## config.mk

```make
export PLATFORM = sky130hd
export DESIGN_NAME = univ_shift_reg
export DESIGN_NICKNAME = d
export VERILOG_FILES = /design/src/rtl/univ_shift_reg.sv
export SDC_FILE = /design/constraint.sdc
export NUM_CORES = 1
export LEC_CHECK = 0
export CELL_PAD_IN_SITES_DETAIL_PLACEMENT = 0
export CELL_PAD_IN_SITES_GLOBAL_PLACEMENT = 1
export CORE_ASPECT_RATIO = 0.75
export CORE_MARGIN = 2
export CORE_UTILIZATION = 35
export CTS_BUF_LIST = sky130_fd_sc_hd__clkbuf_8 sky130_fd_sc_hd__clkbuf_16
export CTS_CLUSTER_DIAMETER = 40
export CTS_CLUSTER_SIZE = 10
export DETAILED_ROUTE_END_ITERATION = 6
export PLACE_DENSITY = 0.75
export SYNTH_ARGS = -nofsm -noshare
export SYNTH_HDL_FRONTEND = slang
export SYNTH_SLANG_ARGS = --single-unit
export TNS_END_PERCENT = 10
```

## constraint.sdc

```tcl
create_clock -name clk -period 3.9 [get_ports clk]
set_input_delay 0.39 -clock clk [delete_from_list [all_inputs] [get_ports clk]]
set_output_delay 0.39 -clock clk [all_outputs]
set_load 0.01 [all_outputs]
```

## src/rtl/univ_shift_reg.sv

```systemverilog
// Universal shift register: hold, shift right/left and parallel load, plus a burst
// serializer that loads a word and streams all WIDTH bits out under start/busy/done.
module univ_shift_reg #(
  parameter int WIDTH = 8
) (
  input  logic             clk,
  input  logic             rst_n,
  input  logic             en,
  input  logic [1:0]       mode,
  input  logic             sin_r,
  input  logic             sin_l,
  input  logic [WIDTH-1:0] pin,
  input  logic             start,
  input  logic             dir,
  output logic [WIDTH-1:0] pout,
  output logic             sout_r,
  output logic             sout_l,
  output logic             busy,
  output logic             done
);

  localparam int CW = $clog2(WIDTH + 1);

  typedef enum logic {
    IDLE  = 1'b0,
    BURST = 1'b1
  } state_t;

  state_t          state, state_nxt;
  logic [WIDTH-1:0] q, q_nxt;
  logic [CW-1:0]    cnt, cnt_nxt;
  logic             dir_q, dir_nxt;
  logic             busy_nxt, done_nxt;
  logic [WIDTH-1:0] q_shr, q_shl;

  assign q_shr = {sin_r, q[WIDTH-1:1]};
  assign q_shl = {q[WIDTH-2:0], sin_l};

  always_ff @(posedge clk) begin
    if (!rst_n) begin
      state <= IDLE;
      q     <= '0;
      cnt   <= '0;
      dir_q <= 1'b0;
      busy  <= 1'b0;
      done  <= 1'b0;
    end else begin
      state <= state_nxt;
      q     <= q_nxt;
      cnt   <= cnt_nxt;
      dir_q <= dir_nxt;
      busy  <= busy_nxt;
      done  <= done_nxt;
    end
  end

  // done is a pulse: it falls on every edge unless the last burst shift raises it.
  always_comb begin
    state_nxt = state;
    q_nxt     = q;
    cnt_nxt   = cnt;
    dir_nxt   = dir_q;
    busy_nxt  = busy;
    done_nxt  = 1'b0;
    if (en) begin
      case (state)
        IDLE: begin
          if (start) begin
            q_nxt     = pin;
            dir_nxt   = dir;
            cnt_nxt   = CW'(WIDTH);
            busy_nxt  = 1'b1;
            state_nxt = BURST;
          end else begin
            case (mode)
              2'b01:   q_nxt = q_shr;
              2'b10:   q_nxt = q_shl;
              2'b11:   q_nxt = pin;
              default: q_nxt = q;
            endcase
          end
        end
        BURST: begin
          q_nxt   = dir_q ? q_shl : q_shr;
          cnt_nxt = cnt - CW'(1);
          if (cnt == CW'(1)) begin
            busy_nxt  = 1'b0;
            done_nxt  = 1'b1;
            state_nxt = IDLE;
          end
        end
        default: state_nxt = IDLE;
      endcase
    end
  end

  assign pout   = q;
  assign sout_r = q[0];
  assign sout_l = q[WIDTH-1];

endmodule

```

==> metrics.md, run 1 <==
| Metric | Value |
|---|---|
| Antenna Nets Post-Route | 0 |
| Final Hold Fails | 0 |
| CTS resizes | 0 |
| Crit path launch type | input pin |
| Wire length per cell | 16.4 um |
| Num CTS Buffers | 3 |
| Vias per cell | 5.92 |
| First drt pass iteration count | 4 |
| Worst slew pin tran | 801 ps |
| Ordered list of cells on the worst path | clkdlybuf4s50_1, ha_1, o311a_1, a22oi_1, o221a_1 |
| Detailed-route via count | 1161 |
| Syn nets | 159 |
| Nets | 179 |
| Overall Global Routing Usage | 0.173 |
| Slew Viols, Final | 0 |
| DR DRC count | 0 |
| Post-synthesis cell count | 137 |
| RSZ-0062 raised after global routing | false |
| Slowest stage delay, CP | 550 ps |
| Starting Density | 0.363 |
| Layout Utilization | 0.460 |
| Total negative slack | 0 ps |
| Htree depth | 1 |
| Hold Buf Count CTS | 0 |
| Grt peak-use layer | met2 |
| Critical path class | in2reg |
| Setup crit end kind | flop |
| Initial antenna violation count | 0 |
| Worst Hold Class | reg2reg |
| Core area | 3240 um^2 |
| Net Sw Frac | 0.299 |
| Final period util | 0.567 |
| Ports | 29 |
| Pin count of the biggest net entering global routing | 22 |
| Sink Count | 16 |
| First-pass GRT wire length | 5150 um |
| Slew margin rel. | 0.465 |
| Status | finished, final reports clean |
| CP required | 4050 ps |
| Port-buffer cells | 28 |
| Vias in the first global route | 1046 |
| Routed WL | 3220 um |
| GRT overflow | 0 |
| Max Cap Viol | 0 |
| PwrDens | 324 nW/um^2 |
| Clock root buffer | clkbuf_8 |
| Crit Path Max Fanout | 18 |
| Fin crit period | 2210 ps |
| Fill cell count | 313 |
| Clock-pin slew on the worst setup and hold paths | 70 ps |
| Arrival @ worst endpoint | 2360 ps |
| Overall Power | 484 uW |
| Leak Pwr | 0.000540 uW |
| GPL Wtd Cong | 0.771 |
| Pint | 339 uW |
| Met2 Resource Use GR | 0.263 |
| Max frequency | 452 MHz |
| Syn avg cell area | 8.58 um^2 |
| Sw Pwr | 145 uW |
| Comb pwr share | 0.276 |
| DP Worst Slack | 1430 ps |
| Cell area after synthesis | 1180 um^2 |
| Met3 Resource Use GR | 0.0431 |
| Synth-to-layout area growth | 26.9% |
| Initial DRC count | 81 |
| Clock Power Share | 0.312 |
| Cell variety after synth | 31 |
| Synthesis warning total | 0 |
| Peak supply drop | 0.110 mV |
| Die height | 54.2 um |
| Chip Width | 70.9 um |
| Worst clock skew | 2.93 ps |
| Setup Fix Bufs, Post-CTS | 0 |
| Rows | 18 |
| FF+latch count, synth | 16 |
| # setup viols final | 0 |
| Max clock buf depth | 2 |
| Skew-Pair Late Insertion Delay | 250 ps |
| Sequential share of power | 0.412 |
| Slowest cell on the critical path | ha_1 |
| Antenna cell count | 0 |
| Hpwl dp | 2170 um |
| Layout cells sized above 1 | 0.0321 |
| CTS tree | yes |
| Die footprint | 3840 um^2 |
| Seq/Total Area, Yosys | 0.272 |
| Final setup margin | 1690 ps |
| GR Util met1 | 0.244 |
## cell usage in the layout, fill, tap and decap left out, types with 8 or more instances in the layout
cell / instances
a211oi_1: 8
o221a_1: 8
a311oi_1: 8
dfxtp_1: 16
a22oi_1: 8
nor4_1: 8
mux2i_1: 9
nand2_1: 12
clkdlybuf4s50_1: 28
## worst max-delay path: cells and delay by family
family / cells / cell delay, ps
AO/OA/AOI/OAI: 3 / 900
buffers and inverters: 1 / 510
adder cells (fa/ha/maj): 1 / 550
## cell usage after synthesis, drive strengths merged
library cell  count  area, um^2
nor2              1        3.75
nor3              1        5.00
o221a             8        90.1
o21ai             4        20.0
nand2            12        45.0
and2              3        18.8
and2b             7        52.6
clkbuf            7        27.5
nand3b            1        7.51
nor3b             1        7.51
o311a             1        10.0
nor4              8        50.1
and3              1        6.26
dfxtp            16         320
mux2i             9        90.1
buf               6        41.3
o22ai             1        6.26
inv               7        26.3
o41a              1        21.3
a311oi            8        70.1
nand2b            1        6.26
a21boi            1        7.51
a22oi             8        60.1
a21oi             5        25.0
nor2b             4        25.0
nand3             2        10.0
a211oi            8        60.1
ha                5        62.6
## state kept, by name, indices dropped and copies added, names as in the netlist
| register | count |
|---|---|
| busy | 1 |
| cnt | 4 |
| dir_q | 1 |
| done | 1 |
| pout | 8 |
| state | 1 |
## stage by stage
stage          hold slack (ps)  instances  cell area, um^2
2_1_floorplan              518        137             1180
3_3_place_gp               522        192             1440
3_5_place_dp               534        192             1440
4_1_cts                    546        196             1490
5_1_grt                    593        196             1490
6_report                   536        196             1490
## final timing paths
path,startpoint,endpoint,slack (ps),cells past startpoint
max,mode[0],pout[7],1690,5
min,busy,busy,540,2
max reg2reg,state,pout[7],2240,3
min reg2reg,busy,busy,540,2
## power by group through the flow
stage	clock network, uW	registers, uW	logic, uW
finish	151	199	133
global route	163	202	147
CTS	152	199	133
detailed placement	0	202	133
global placement	0	202	130
floorplan	0	197	80.6
## cells by family (layout without fill, tap and decap cells)
family          Yosys count  after routing  synth area share
flops                    16             16             0.272
simple gates             42             42             0.202
mux                       9              9            0.0766
fa+ha+maj                 5              5            0.0532
compound gates           45             45             0.315
buf+inv                  20             39            0.0808
## routing by layer
metal / routed length, um / up-vias / part of all wire
met4: 19 / 0 / 0.0059
met3: 236 / 2 / 0.073
met2: 1440 / 42 / 0.45
met1: 1520 / 545 / 0.47
li1: - / 572 / -
met5: 0 / - / 0
## cell type report
cell class | count | area, um^2 | area share
multi-input cells | 101 | 761 | 0.510
inverters | 7 | 26.3 | 0.0176
flip-flops and latches | 16 | 320 | 0.215
repair buffers | 28 | 280 | 0.188
clock buffers | 4 | 55.1 | 0.0369
well taps | 40 | 50.0 | 0.0335
Note: power is estimated with default switching activity, not from simulation.
==> run 2, diff against run 1 <==
--- a/config.mk
+++ b/config.mk
@@ -9,12 +9,12 @@
 export CELL_PAD_IN_SITES_GLOBAL_PLACEMENT = 1
 export CORE_ASPECT_RATIO = 0.75
 export CORE_MARGIN = 2
-export CORE_UTILIZATION = 35
+export CORE_UTILIZATION = 32
 export CTS_BUF_LIST = sky130_fd_sc_hd__clkbuf_8 sky130_fd_sc_hd__clkbuf_16
 export CTS_CLUSTER_DIAMETER = 40
 export CTS_CLUSTER_SIZE = 10
 export DETAILED_ROUTE_END_ITERATION = 6
-export PLACE_DENSITY = 0.75
+export PLACE_DENSITY = 0.72
 export SYNTH_ARGS = -nofsm -noshare
 export SYNTH_HDL_FRONTEND = slang
 export SYNTH_SLANG_ARGS = --single-unit
==> constraint.sdc (replaced) <==
create_clock -name clk -period 1.91 [get_ports clk]
set_input_delay 0.191 -clock clk [delete_from_list [all_inputs] [get_ports clk]]
set_output_delay 0.191 -clock clk [all_outputs]
set_load 0.01 [all_outputs]
==> run 2 against run 1 <==
Via count increased by 0.86%. Global-route usage fell by 1.0 points. Wire length is 0.96% higher. Count of clock-buffer cells in the layout is the same. Combinational power rose by 120%. Die area grew 8.8%. Register-to-register slack got worse by 1800 ps. Cell area increased by 5.5%. Critical path depth grew 2. Sequential cell count unchanged. Largest cell class unchanged. Largest power group unchanged.
==> metrics.md, run 2 (same netlist as run 1, synthesis figures left out) <==
| Metric | Value |
|---|---|
| Final setup margin | 135 ps |
| Layout Utilization | 0.439 |
| Post-layout instance area | 1580 um^2 |
| Crit path launch type | input pin |
| Antenna Nets Post-Route | 0 |
| Detailed-route via count | 1171 |
| Final period util | 0.929 |
| Routed WL | 3250 um |
| Worst slew pin tran | 584 ps |
| Max frequency | 563 MHz |
| Hold EP | busy |
| Max clock buf depth | 2 |
| Fin crit period | 1770 ps |
| Endpoint of the lowest-slack register-to-register path | pout[7] |
| DP Worst Slack | -131 ps |
| Die footprint | 4180 um^2 |
| Worst hold stages | 2 |
| RSZ-0062 raised after global routing | false |
| First-pass GRT wire length | 5260 um |
| GPL Wtd Cong | 0.729 |
| Clock-pin slew on the worst setup and hold paths | 70 ps |
| CP required | 2060 ps |
| DR DRC count | 0 |
| Rows | 19 |
| Nets | 188 |
| Initial antenna violation count | 0 |
| Arrival @ worst endpoint | 1920 ps |
| Slew margin rel. | 0.611 |
| CTS resizes | 0 |
| HP Start | busy |
| Overall Power | 1000 uW |
| Starting Density | 0.328 |
| Slew Viols, Final | 0 |
| Non-filler cells, final | 217 |
| Crit Path Max Fanout | 8 |
| Sink Count | 16 |
| Num CTS Buffers | 3 |
| Htree depth | 1 |
| Final Hold Fails | 0 |
| PwrDens | 635 nW/um^2 |
| Reg2reg start | state |
| Setup crit end kind | flop |
| Setup slack, reg-to-reg | 490 ps |
| Core area | 3590 um^2 |
| Peak supply drop | 0.290 mV |
| Most common cell after layout, fill and taps aside | clkdlybuf4s50_1 |
| First drt pass iteration count | 4 |
| Worst clock skew | 2.05 ps |
| R2R depth | 4 |
| Worst Hold Class | reg2reg |
| Overall Global Routing Usage | 0.163 |
| Clock root buffer | clkbuf_8 |
| GRT overflow | 0 |
| Layout cells sized above 1 | 0.0848 |
| Ports | 29 |
| Port-buffer cells | 28 |
| # setup viols final | 0 |
| Chip Width | 74.0 um |
| Max Cap Viol | 0 |
| Skew-Pair Late Insertion Delay | 250 ps |
| Pin count of the biggest net entering global routing | 17 |
| Vias per cell | 5.40 |
| Antenna cell count | 0 |
| Hpwl dp | 2310 um |
| Leak Pwr | 0.000585 uW |
| Hold Buf Count CTS | 0 |
| CTS tree | yes |
| Status | finished, final reports clean |
| Setup Fix Bufs, Post-CTS | 0 |
| Initial DRC count | 85 |
| Post-DP Area | 1520 um^2 |
| Vias in the first global route | 1047 |
| Die height | 56.5 um |
| Fill cell count | 357 |
| Critical path class | in2reg |
| Placed cells | 213 |
| Synth-to-layout area growth | 33.9% |
| Most frequent cells in the layout | clkdlybuf4s50_1, dfxtp_1, nand2_1 |
| Max reg flops | 8 |
| Wire length per cell | 15.0 um |
-- run 2: changes by cell type in the layout (fill, tap and decap cells not counted) --
cell   previous run  this run
buf_4             0         9
-- run 2: final cells by class --
cell class | count | area (um^2) | share of cell area
sequential | 16 | 320 | 0.203
tap | 52 | 65.1 | 0.0413
multi-input combinational | 101 | 761 | 0.483
timing repair buffer | 37 | 348 | 0.221
clock buffer | 4 | 55.1 | 0.0349
inverter | 7 | 26.3 | 0.0167
-- run 2: worst max path at each step --
stage | from | to | slack (ps)
5_1_grt | mode[1] | pout[2] | 20
3_3_place_gp | mode[0] | pout[7] | -90
2_1_floorplan | mode[0] | pout[0] | 470
6_report | mode[0] | pout[7] | 140
4_1_cts | mode[0] | pout[7] | 150
3_5_place_dp | mode[0] | pout[7] | -130
-- run 2: worst max-delay path: stages --
cell	delay (ps)
clkdlybuf4s50_1	500
inv_1	50
ha_1	280
inv_1	90
o311a_1	390
a22oi_1	150
o221a_1	270
-- run 2: power breakdown --
group | internal (uW) | total (uW) | switching [uW]
sequential | 361 | 402 | 41.0
combinational | 160 | 290 | 130
clock | 183 | 308 | 125
-- run 2: metal layers --
| metal | vias to the layer above | part of all wire | routed length [um] | track usage |
|---|---|---|---|---|
| met5 | - | 0 | 0 | 0 |
| met4 | 0 | 0.010 | 34 | 0.0468 |
| met3 | 4 | 0.050 | 161 | 0.0251 |
| met2 | 35 | 0.45 | 1470 | 0.239 |
| met1 | 549 | 0.49 | 1580 | 0.244 |
| li1 | 583 | - | - | - |
-- run 2: through the flow --
step                hold WS (ps)  setup TNS, ps
finish                       547              0
global route                 573              0
CTS                          550              0
detailed placement           532           -824
global placement             530           -535
floorplan                    319              0
